<file path="src/rtl/arm_move_sequencer.sv">
// Point-to-point joint move sequencer: one command at a time ramps the selected
// joint one step per prescaler tick to its target, dwells, then reports done.
module arm_move_sequencer #(
    parameter int NJ        = 4,
    parameter int PW        = 8,
    parameter int TICK_DIV  = 50,
    parameter int SEC_TICKS = 60,
    parameter int HOME      = 128,
    parameter int POS_MIN   = 16,
    parameter int POS_MAX   = 240
) (
    input  logic            clk,
    input  logic            rst_n,
    input  logic            cmd_valid,
    output logic            cmd_ready,
    input  logic [1:0]      cmd_joint,
    input  logic [PW-1:0]   cmd_target,
    input  logic [7:0]      cmd_dwell,
    input  logic            abort,
    output logic [NJ*PW-1:0] pos_flat,
    output logic            busy,
    output logic [1:0]      active_joint,
    output logic            done,
    output logic            aborted,
    output logic            tick
);

    localparam logic [1:0] S_IDLE  = 2'd0;
    localparam logic [1:0] S_MOVE  = 2'd1;
    localparam logic [1:0] S_DWELL = 2'd2;
    localparam logic [1:0] S_DONE  = 2'd3;

    localparam int PRESC_W = $clog2(TICK_DIV);
    localparam int UNIT_W  = $clog2(SEC_TICKS + 1);

    localparam logic [PRESC_W-1:0] PRESC_LAST = PRESC_W'(TICK_DIV - 1);
    localparam logic [UNIT_W-1:0]  UNIT_LAST  = UNIT_W'(SEC_TICKS - 1);
    localparam logic [PW-1:0]      HOME_P     = PW'(HOME);
    localparam logic [PW-1:0]      MIN_P      = PW'(POS_MIN);
    localparam logic [PW-1:0]      MAX_P      = PW'(POS_MAX);
    localparam logic [2:0]         NJ_P       = 3'(NJ);

    logic [1:0]         state_reg, state_next;
    logic [PRESC_W-1:0] presc_reg;
    logic [1:0]         joint_reg;
    logic [PW-1:0]      target_reg;
    logic [7:0]         dwell_reg;
    logic [7:0]         rem_reg;
    logic [UNIT_W-1:0]  unit_reg;
    logic               aborted_reg;

    logic [PW-1:0] pos_vec [NJ];
    logic [PW-1:0] cur_pos;
    logic [PW-1:0] clamp_target;
    logic          tick_w;
    logic          accept;
    logic          bad_joint;
    logic          at_target;
    logic          abort_hit;

    assign tick_w    = (state_reg != S_IDLE) && (presc_reg == PRESC_LAST);
    assign accept    = (state_reg == S_IDLE) && cmd_valid;
    assign bad_joint = ({1'b0, cmd_joint} >= NJ_P);
    assign at_target = (cur_pos == target_reg);
    assign abort_hit = abort && ((state_reg == S_MOVE) || (state_reg == S_DWELL));

    assign clamp_target = (cmd_target < MIN_P) ? MIN_P :
                          (cmd_target > MAX_P) ? MAX_P : cmd_target;

    always_comb begin
        cur_pos = HOME_P;
        for (int j = 0; j < NJ; j++) begin
            if (joint_reg == 2'(j)) begin
                cur_pos = pos_vec[j];
            end
        end
    end

    always_comb begin
        state_next = state_reg;
        case (state_reg)
            S_IDLE: begin
                if (cmd_valid) begin
                    state_next = bad_joint ? S_DONE : S_MOVE;
                end
            end
            S_MOVE: begin
                if (abort) begin
                    state_next = S_IDLE;
                end else if (tick_w && at_target) begin
                    state_next = S_DWELL;
                end
            end
            S_DWELL: begin
                if (abort) begin
                    state_next = S_IDLE;
                end else if (tick_w && (rem_reg == 8'd0)) begin
                    state_next = S_DONE;
                end
            end
            S_DONE:  state_next = S_IDLE;
            default: state_next = S_IDLE;
        endcase
    end

    always_ff @(posedge clk or negedge rst_n) begin
        if (!rst_n) begin
            state_reg   <= S_IDLE;
            presc_reg   <= '0;
            joint_reg   <= 2'd0;
            target_reg  <= HOME_P;
            dwell_reg   <= 8'd0;
            rem_reg     <= 8'd0;
            unit_reg    <= '0;
            aborted_reg <= 1'b0;
        end else begin
            state_reg   <= state_next;
            aborted_reg <= abort_hit;

            // Prescaler is parked at zero in IDLE so the first tick lands TICK_DIV cycles after accept.
            if ((state_reg == S_IDLE) || (presc_reg == PRESC_LAST)) begin
                presc_reg <= '0;
            end else begin
                presc_reg <= presc_reg + 1'b1;
            end

            if (accept) begin
                joint_reg  <= cmd_joint;
                dwell_reg  <= cmd_dwell;
                target_reg <= clamp_target;
            end

            if ((state_reg == S_MOVE) && tick_w && at_target && !abort) begin
                rem_reg  <= dwell_reg;
                unit_reg <= '0;
            end

            if ((state_reg == S_DWELL) && tick_w && !abort && (rem_reg != 8'd0)) begin
                if (unit_reg == UNIT_LAST) begin
                    unit_reg <= '0;
                    rem_reg  <= rem_reg - 8'd1;
                end else begin
                    unit_reg <= unit_reg + 1'b1;
                end
            end
        end
    end

    generate
        for (genvar gi = 0; gi < NJ; gi++) begin : g_joint
            logic [PW-1:0] pos_reg;
            logic          step_en;

            // Abort takes priority over a coincident tick, so the position freezes.
            assign step_en = (state_reg == S_MOVE) && tick_w && !abort &&
                             (joint_reg == 2'(gi)) && (pos_reg != target_reg);

            always_ff @(posedge clk or negedge rst_n) begin
                if (!rst_n) begin
                    pos_reg <= HOME_P;
                end else if (step_en) begin
                    if (pos_reg < target_reg) begin
                        pos_reg <= pos_reg + 1'b1;
                    end else begin
                        pos_reg <= pos_reg - 1'b1;
                    end
                end
            end

            assign pos_vec[gi]            = pos_reg;
            assign pos_flat[gi*PW +: PW]  = pos_reg;
        end
    endgenerate

    assign cmd_ready    = (state_reg == S_IDLE);
    assign busy         = (state_reg != S_IDLE);
    assign done         = (state_reg == S_DONE);
    assign aborted      = aborted_reg;
    assign tick         = tick_w;
    assign active_joint = joint_reg;

endmodule

</file>
<file path="config.mk">
export PLATFORM = sky130hd
export DESIGN_NAME = arm_move_sequencer
export DESIGN_NICKNAME = d
export VERILOG_FILES = /design/src/rtl/arm_move_sequencer.sv
export SDC_FILE = /design/constraint.sdc
export NUM_CORES = 1
export LEC_CHECK = 0
export BUFFER_PORTS_ARGS = -buffer_cell sky130_fd_sc_hd__buf_2
export CAP_MARGIN = 10
export CORE_MARGIN = 5
export CORE_UTILIZATION = 25
export CTS_BUF_LIST = sky130_fd_sc_hd__clkbuf_4 sky130_fd_sc_hd__clkbuf_8
export DETAILED_ROUTE_END_ITERATION = 6
export GPL_ROUTABILITY_DRIVEN = 0
export PLACE_DENSITY = 0.41
export SYNTH_ARGS = -nofsm -noshare
export SYNTH_HDL_FRONTEND = slang
export SYNTH_SLANG_ARGS = --single-unit
</file>
<file path="constraint.sdc">
create_clock -name clk -period 2.9 [get_ports clk]
set_input_delay 0.145 -clock clk [delete_from_list [all_inputs] [get_ports clk]]
set_output_delay 0.145 -clock clk [all_outputs]
set_load 0.01 [all_outputs]
</file>
==> results.md, run 1 <==
* Status: complete, but fails checks
* Failing checks: setup timing
* CTS Buf Count at 9
* Worst reg2reg path endpoint: g_joint[2].pos_reg[6]$_DFFE_PN0P_
* Post-synthesis sequential element count at 73
* Finished Cell Area at 7050 um^2
* Total die area at 23500 um^2
* Final WL at 15.1 mm
* Root buffer cell: clkbuf_8
* Worst EP required at ~3200 ps
* Post-synth top area share at 0.332
* Post-Syn Instances at a little under 500
* Leakage at 3.44 nW
* Arr. time, crit path at 3340 ps
* DR vias at between 4000 and 5000
* Fin. Hold Viols at 0
* Hold worst-path end: target_reg[1]$_DFFE_PN0P_
* Asr flop ratio synth at 1.00
* First-pass GRT wire length at 24.4 mm
* Worst Hold Class: input port to flip-flop
* Fin. max-slew vios at 0
* Synth Area in Adders at 0.174
* Setup WS post-layout at -174 ps
* Cells on worst reg2reg path at 14
* Post-synth EDFFs at 0
* Share of the core filled with cells at 0.349
* Layout cell share with drive strength beyond 1 at 0.379
* Dpl cell area at about 6400 um^2
* CP Max Fanout at 4
* I/O Pins at 61
* Post-route DRC at 0
* Max reg flops at 32
* Vias per cell at 4.63
* PD cells at approximately 640 nW/um^2
* Longest Clk Path Bufs at 2
* Flop-to-flop setup slack at -170 ps
* Synth Area in Simple Gates at 0.123
* Post-layout nets at 751
* Die span in x at 153 um
* Peak VDD IR at 0.231 mV
* Yosys warnings at 0
* Grt total ovfl at 0
* Largest net degree at the start of global routing at 74
* Starting Density at 0.254
* Placed wire-length estimate at 11.5 mm
* Antenna violations before repair at 0
* Max transition margin at 0.344
* Top_reg_cell synth: dfrtp_1
* Critical path class: flip-flop to flip-flop
* Ant diodes at 0
* RSZ-0062 raised after global routing: true
* Placed cell count at about 900
* Worst r2r src: target_reg[7]$_DFFE_PN1P_
* CORE AREA at 20200 um^2
* Yosys cell types at 45
* WHS at roughly 30 ps
* Main combinational cell family by area after synthesis: adder cells
* Number of global-route vias before repair at 4543
* Die H at 153 um
* Final Non-Filler Cells at 935
* Synth Area in XOR/XNOR at 0.0765
* Final period util at 1.06
* Fillcell total at 2088
* Hold_sp: cmd_target[1]
* Sequential element share of the synthesized area at 0.357
* Routed WL per cell at 16.1 um
* Final ANT Viol Nets at 0
* Buffers added on ports at 60
* Fmax at 325 MHz
* H-tree depth at 3
* # setup viols final at 11
* Clk_lat worst skew at between 300 and 400 ps
* Final worst path period need at 3070 ps
* CTS sink cnt at 73
* Startpoint Class: flip-flop
* GRT Resource Usage Total at 0.131
* Post-synthesis mux area share at 0.100
* Synth top area cells: dfrtp_1, ha_1, mux2_2
* Hold depth at 2
* Worst Tran Pin Value at 984 ps
* Mapped Area at 5130 um^2
* Max-Cap Viols at 0
* Reg clk slew, reported paths at about 90 ps
* Crit. End Element: flip-flop
* FP Rows at 52
* Syn Area/Cell at 10.4 um^2
* CTS tree: done
* Fin Clk Skew at 9.86 ps
* Syn nets at a little under 600
* Compound-gate portion of the synthesized area at 0.145
* Cell taking the most area after synthesis: dfrtp_1
* 1st-iter DRT viols at around 160
* Layout area overhead at 37.4%
* DR pass1 iterations at 5
## worst max-delay path, stage by stage, from the launching register on
cell and delay (ps):
dfstp_2 560, clkinvlp_4 140, buf_6 160, ha_4 210, nand4_1 130, a21oi_2 50, a211o_4 350, fa_2 410
a21o_1 170, a21o_1 180, nand2_1 60, nand2_1 60, a21oi_2 130, xnor2_1 80, mux2_4 250
## power by group
group	leakage, nW	switching (W)	internal (W)
registers	0.930	0.000151	0.00118
clock network	0.102	0.000427	0.000449
logic	2.41	0.00109	0.00123
total	3.44	0.00167	0.00285
## how the worst max path moves through the flow
stage / from / endpoint / slack [ps]
after global routing: target_reg[7]$_DFFE_PN1P_ / g_joint[2].pos_reg[6]$_DFFE_PN0P_ / -260
after global placement: target_reg[1]$_DFFE_PN0P_ / g_joint[3].pos_reg[7]$_DFFE_PN1P_ / -140
after floorplan: target_reg[5]$_DFFE_PN0P_ / g_joint[3].pos_reg[6]$_DFFE_PN0P_ / -3
after detailed placement: target_reg[1]$_DFFE_PN0P_ / g_joint[1].pos_reg[6]$_DFFE_PN0P_ / -180
after CTS: target_reg[7]$_DFFE_PN1P_ / g_joint[0].pos_reg[6]$_DFFE_PN0P_ / -90
final: target_reg[7]$_DFFE_PN1P_ / g_joint[2].pos_reg[6]$_DFFE_PN0P_ / -170
## what timing repair did
item,CTS,global route
pin swaps,5,33
setup endpoints to repair,15,17
setup buffers,2,8
endpoints found under the hold margin,80,0
hold buffers,13,0
resized for setup,20,23
## through the flow
step / total power (W) / worst slack, ps / setup TNS (ps)
finish: 0.00453 / -174 / -735
global route: 0.00489 / -256 / -2570
CTS: 0.00444 / -89.2 / -363
detailed placement: 0.00344 / -179 / -1340
global placement: 0.00339 / -136 / -948
floorplan: 0.00264 / -2.58 / -2.58
## synthesized netlist by cell type, drive strengths merged (4+ instances only)
cell / count
nand4: 14
nor3: 11
o211ai: 8
dfstp: 5
nand2: 25
nor4: 4
fa: 4
a211oi: 5
or2: 4
ha: 65
mux2: 27
a21oi: 32
xor2: 10
nand3: 12
mux4: 8
o21ai: 29
nor2: 32
o221a: 4
xnor2: 34
inv: 23
a22o: 4
clkbuf: 7
nor2b: 6
or3: 4
a21o: 22
a211o: 5
dfrtp: 68
## per-layer routing
layer	wire length, um	share of wire	vias up	GRT usage
li1	-	-	2144	-
met1	6880	0.46	2114	0.166
met2	7510	0.50	57	0.226
met3	482	0.032	10	0.0311
met4	172	0.011	0	0.0293
met5	0	0	-	0
## cell type report
cell class / instances / area [um^2] / area share
multi-input cells: 389 / 3430 / 0.486
flip-flops and latches: 73 / 1830 / 0.260
repair buffers: 164 / 1150 / 0.163
well taps: 270 / 338 / 0.0479
clock buffers: 11 / 151 / 0.0215
inverters: 23 / 90.1 / 0.0128
clock inverters: 5 / 62.6 / 0.00887
## cells by family (layout without fill, tap and decap cells)
logic type	Yosys count	count (layout)
fa+ha+maj	69	69
xor+xnor	44	44
buf+inv	31	203
flops	73	73
compound gates	116	116
mux	38	38
simple gates	122	122
## cells in the final DEF (no fill, tap or decap), drive strengths merged, types with 3 or more instances in the layout
master / count
nor2: 32
ha: 65
or2: 4
a21o: 22
or3: 4
xor2: 10
fa: 4
nand3: 12
a211o: 5
nand2: 25
nor3: 11
o221a: 4
dlygate4sd3: 13
nor2b: 6
mux4: 8
buf: 151
clkbuf: 11
clkinvlp: 3
mux2: 27
o21ai: 29
inv: 23
nand4: 14
and3: 3
a211oi: 5
mux2i: 3
dfrtp: 68
xnor2: 34
a21oi: 32
nor4: 4
dfstp: 5
o211ai: 8
a22o: 4
Note: power is estimated with default switching activity, not from simulation.
==> inputs of run 2 (changes only) <==
--- a/config.mk
+++ b/config.mk
@@ -7,6 +7,7 @@
 export LEC_CHECK = 0
 export BUFFER_PORTS_ARGS = -buffer_cell sky130_fd_sc_hd__buf_2
 export CAP_MARGIN = 10
+export CORE_ASPECT_RATIO = 1.1
 export CORE_MARGIN = 5
 export CORE_UTILIZATION = 25
 export CTS_BUF_LIST = sky130_fd_sc_hd__clkbuf_4 sky130_fd_sc_hd__clkbuf_8
==> results.md, run 2 (synthesized netlist as in run 1, its figures left out) <==
* P_sw at 0.00165 W (-1.1%)
* Buffers added on ports at 60 (unchanged)
* Post-layout nets at 754 (+0.40%)
* Reg clk slew, reported paths at 80 ps (about the same)
* Post-route DRC at 0 (unchanged)
* Critical path class: flip-flop to flip-flop
* GRT Resource Usage Total at 0.130 (-0.00116)
* Total Power at 0.00457 W (+1.0%)
* Fin Clk Skew at 12.5 ps (+2.61 ps)
* Fmax at 331 MHz (+1.8%)
* Setup total negative slack at -419 ps (+315 ps)
* Status: complete, but fails checks
* Grt total ovfl at 0 (unchanged)
* Leakage at 3.45 nW (+0.19%)
* Worst path cell trace: clkinvlp_4, buf_12, ha_4, nand4_1, a21oi_2, a211o_4, fa_2, a21o_1, a21o_1, a21o_1, a21oi_2, xnor2_1, mux2_4
* Max transition margin at 0.335 (-0.00836)
* Slowest stage delay, CP at 560 ps (about the same)
* Final worst path period need at 3020 ps (-55.4 ps)
* Worst Hold Class: input port to flip-flop
* CTS sink cnt at 73 (unchanged)
* Startpoint Class: flip-flop
* CTS tree: done
* Max-Cap Viols at 0 (unchanged)
* Total die area at 23500 um^2 (about the same)
* CP dominant cell by count: a21o_1
* Starting Density at 0.252 (-0.00168)
* Buf/Inv on CP at 2 (unchanged)
* # setup viols final at 8 (-3)
* Fillcell total at 2080 (-0.38%)
* Sw Share at 0.362 (-0.00789)
* CORE AREA at 20400 um^2 (+0.67%)
* Clk_lat worst skew at 370 ps (about the same)
* DR pass1 iterations at 6 (+1)
* Placed wire-length estimate at 11.5 mm (about the same)
* Largest net degree at the start of global routing at 74 (unchanged)
* H-tree depth at 3 (unchanged)
* CP delay by family, top: compound AO/OA/AOI/OAI gates
* Hold depth at 2 (unchanged)
* Internal power at 0.00292 W (+2.3%)
* FP Rows at 55 (+5.8%)
* Fin. Hold Viols at 0 (unchanged)
* Die H at 160 um (+4.6%)
* 1st-iter DRT viols at 123 (-22%)
* Final WL at 14.9 mm (-1.1%)
* Failing checks: setup timing
* Share of the core filled with cells at 0.346 (-0.00225)
* Routed WL per cell at 16.1 um (+0.10%)
* Longest Clk Path Bufs at 2 (unchanged)
* DR vias at 4335 (+0.23%)
* CP Max Fanout at 4 (unchanged)
* Setup WS post-layout at -119 ps (+55.4 ps)
* Die span in x at 147 um (-4.3%)
* Crit path depth at 13 (-1)
* Crit. End Element: flip-flop
* Combinational share of power at 0.504 (-0.009)
* Vias per cell at 4.69 (+1.4%)
* Number of global-route vias before repair at 4540 (-0.066%)
* Final period util at 1.04 (-0.0191)
* Worst EP required at 3160 ps (about the same)
* Layout cell share with drive strength beyond 1 at 0.389 (+0.0103)
* CTS Buf Count at 9 (unchanged)
* Most common cell after layout, fill and taps aside: buf_4
* Ant diodes at 0 (unchanged)
* I/O Pins at 61 (unchanged)
* RSZ-0062 raised after global routing: true
* Root buffer cell: clkbuf_8
* Antenna violations before repair at 0 (unchanged)
* Most frequent cells in the layout: buf_4, dfrtp_1, buf_2
* Clock Power Share at 0.200 (+0.006)
* Worst Tran Pin Value at 997 ps (+12.5 ps)
* Fin. max-slew vios at 0 (unchanged)
* Layout area overhead at 37.5% (about the same)
* PD cells at 648 nW/um^2 (+1.0%)
* First-pass GRT wire length at 24.1 mm (-1.2%)
* Sequential Power Share at 0.296 (+0.003)
* Crit path max-delay cell type: dfstp_2
* Arr. time, crit path at 3270 ps (-70 ps)
* Peak VDD IR at 0.245 mV (+6.0%)
* Final ANT Viol Nets at 0 (unchanged)
* Max reg flops at 32 (unchanged)
* Cells on worst reg2reg path at 13 (-1)
run 2: cell count changes in the layout (fill, tap and decap cells not counted), sizes merged:
cell and change:
dlygate4sd3 -2, buf +5, bufinv +1, inv -1
run 2: final cells by class:
class	count	area [um^2]	share of cell area
Multi-Input combinational cell	389	3440	0.487
Timing Repair Buffer	167	1150	0.163
Tap cell	256	320	0.0454
Clock buffer	11	139	0.0197
Inverter	23	95.1	0.0135
Sequential cell	73	1830	0.260
Clock inverter	5	80.1	0.0113
run 2: what timing repair did:
action,4_1_cts,5_1_grt
gates resized for setup,25,22
endpoints found under the setup margin,16,22
pin swaps,6,25
setup buffers,3,7
hold endpoints to repair,78,0
hold buffers,11,0
run 2: worst register-to-register path, stage by stage, from the launching register on:
cell,delay [ps]
dfstp_2,560
clkinvlp_4,130
buf_12,160
ha_4,210
nand4_1,110
a21oi_2,50
a211o_4,310
fa_2,350
a21o_1,160
a21o_1,190
a21o_1,190
a21oi_2,140
xnor2_1,80
mux2_4,250
run 2: path summary, 6_finish.rpt:
path                                           start                           endpoint  slack (ps)
max in group asynchronous                      rst_n        active_joint[1]$_DFFE_PN0P_        1740
max reg2reg                target_reg[7]$_DFFE_PN1P_  g_joint[3].pos_reg[6]$_DFFE_PN0P_        -120
min in group asynchronous                      rst_n             presc_reg[4]$_DFF_PN0_         460
max                        target_reg[7]$_DFFE_PN1P_  g_joint[3].pos_reg[6]$_DFFE_PN0P_        -120
min                                    cmd_target[0]          target_reg[0]$_DFFE_PN0P_          30
min reg2reg                   presc_reg[0]$_DFF_PN0_             presc_reg[0]$_DFF_PN0_         490
run 2: per-layer routing:
metal / routed length (um) / up-vias / GRT usage
li1: - / 2153 / -
met1: 6650 / 2107 / 0.160
met2: 7630 / 59 / 0.229
met3: 397 / 16 / 0.0253
met4: 214 / 0 / 0.0376
met5: 0 / - / 0
run 2: power by group through the flow:
stage                     logic (W)  clock network, W  registers (W)
after detailed placement    0.00207                 0        0.00136
after floorplan             0.00132                 0        0.00131
after global routing        0.00255          0.000999        0.00138
final                       0.00230          0.000914        0.00135
after global placement      0.00203                 0        0.00136
after CTS                   0.00222          0.000952        0.00135
run 2: per-stage QoR:
| step | std cells | setup slack, ps | hold slack [ps] | area (um^2) |
|---|---|---|---|---|
| after floorplan | 493 | -2.58 | -151 | 5190 |
| after global placement | 888 | -174 | 377 | 6420 |
| after detailed placement | 888 | -196 | 380 | 6420 |
| after CTS | 918 | -108 | 1.99 | 6900 |
| after global routing | 924 | -247 | 5.48 | 7060 |
| final | 924 | -119 | 27.5 | 7060 |
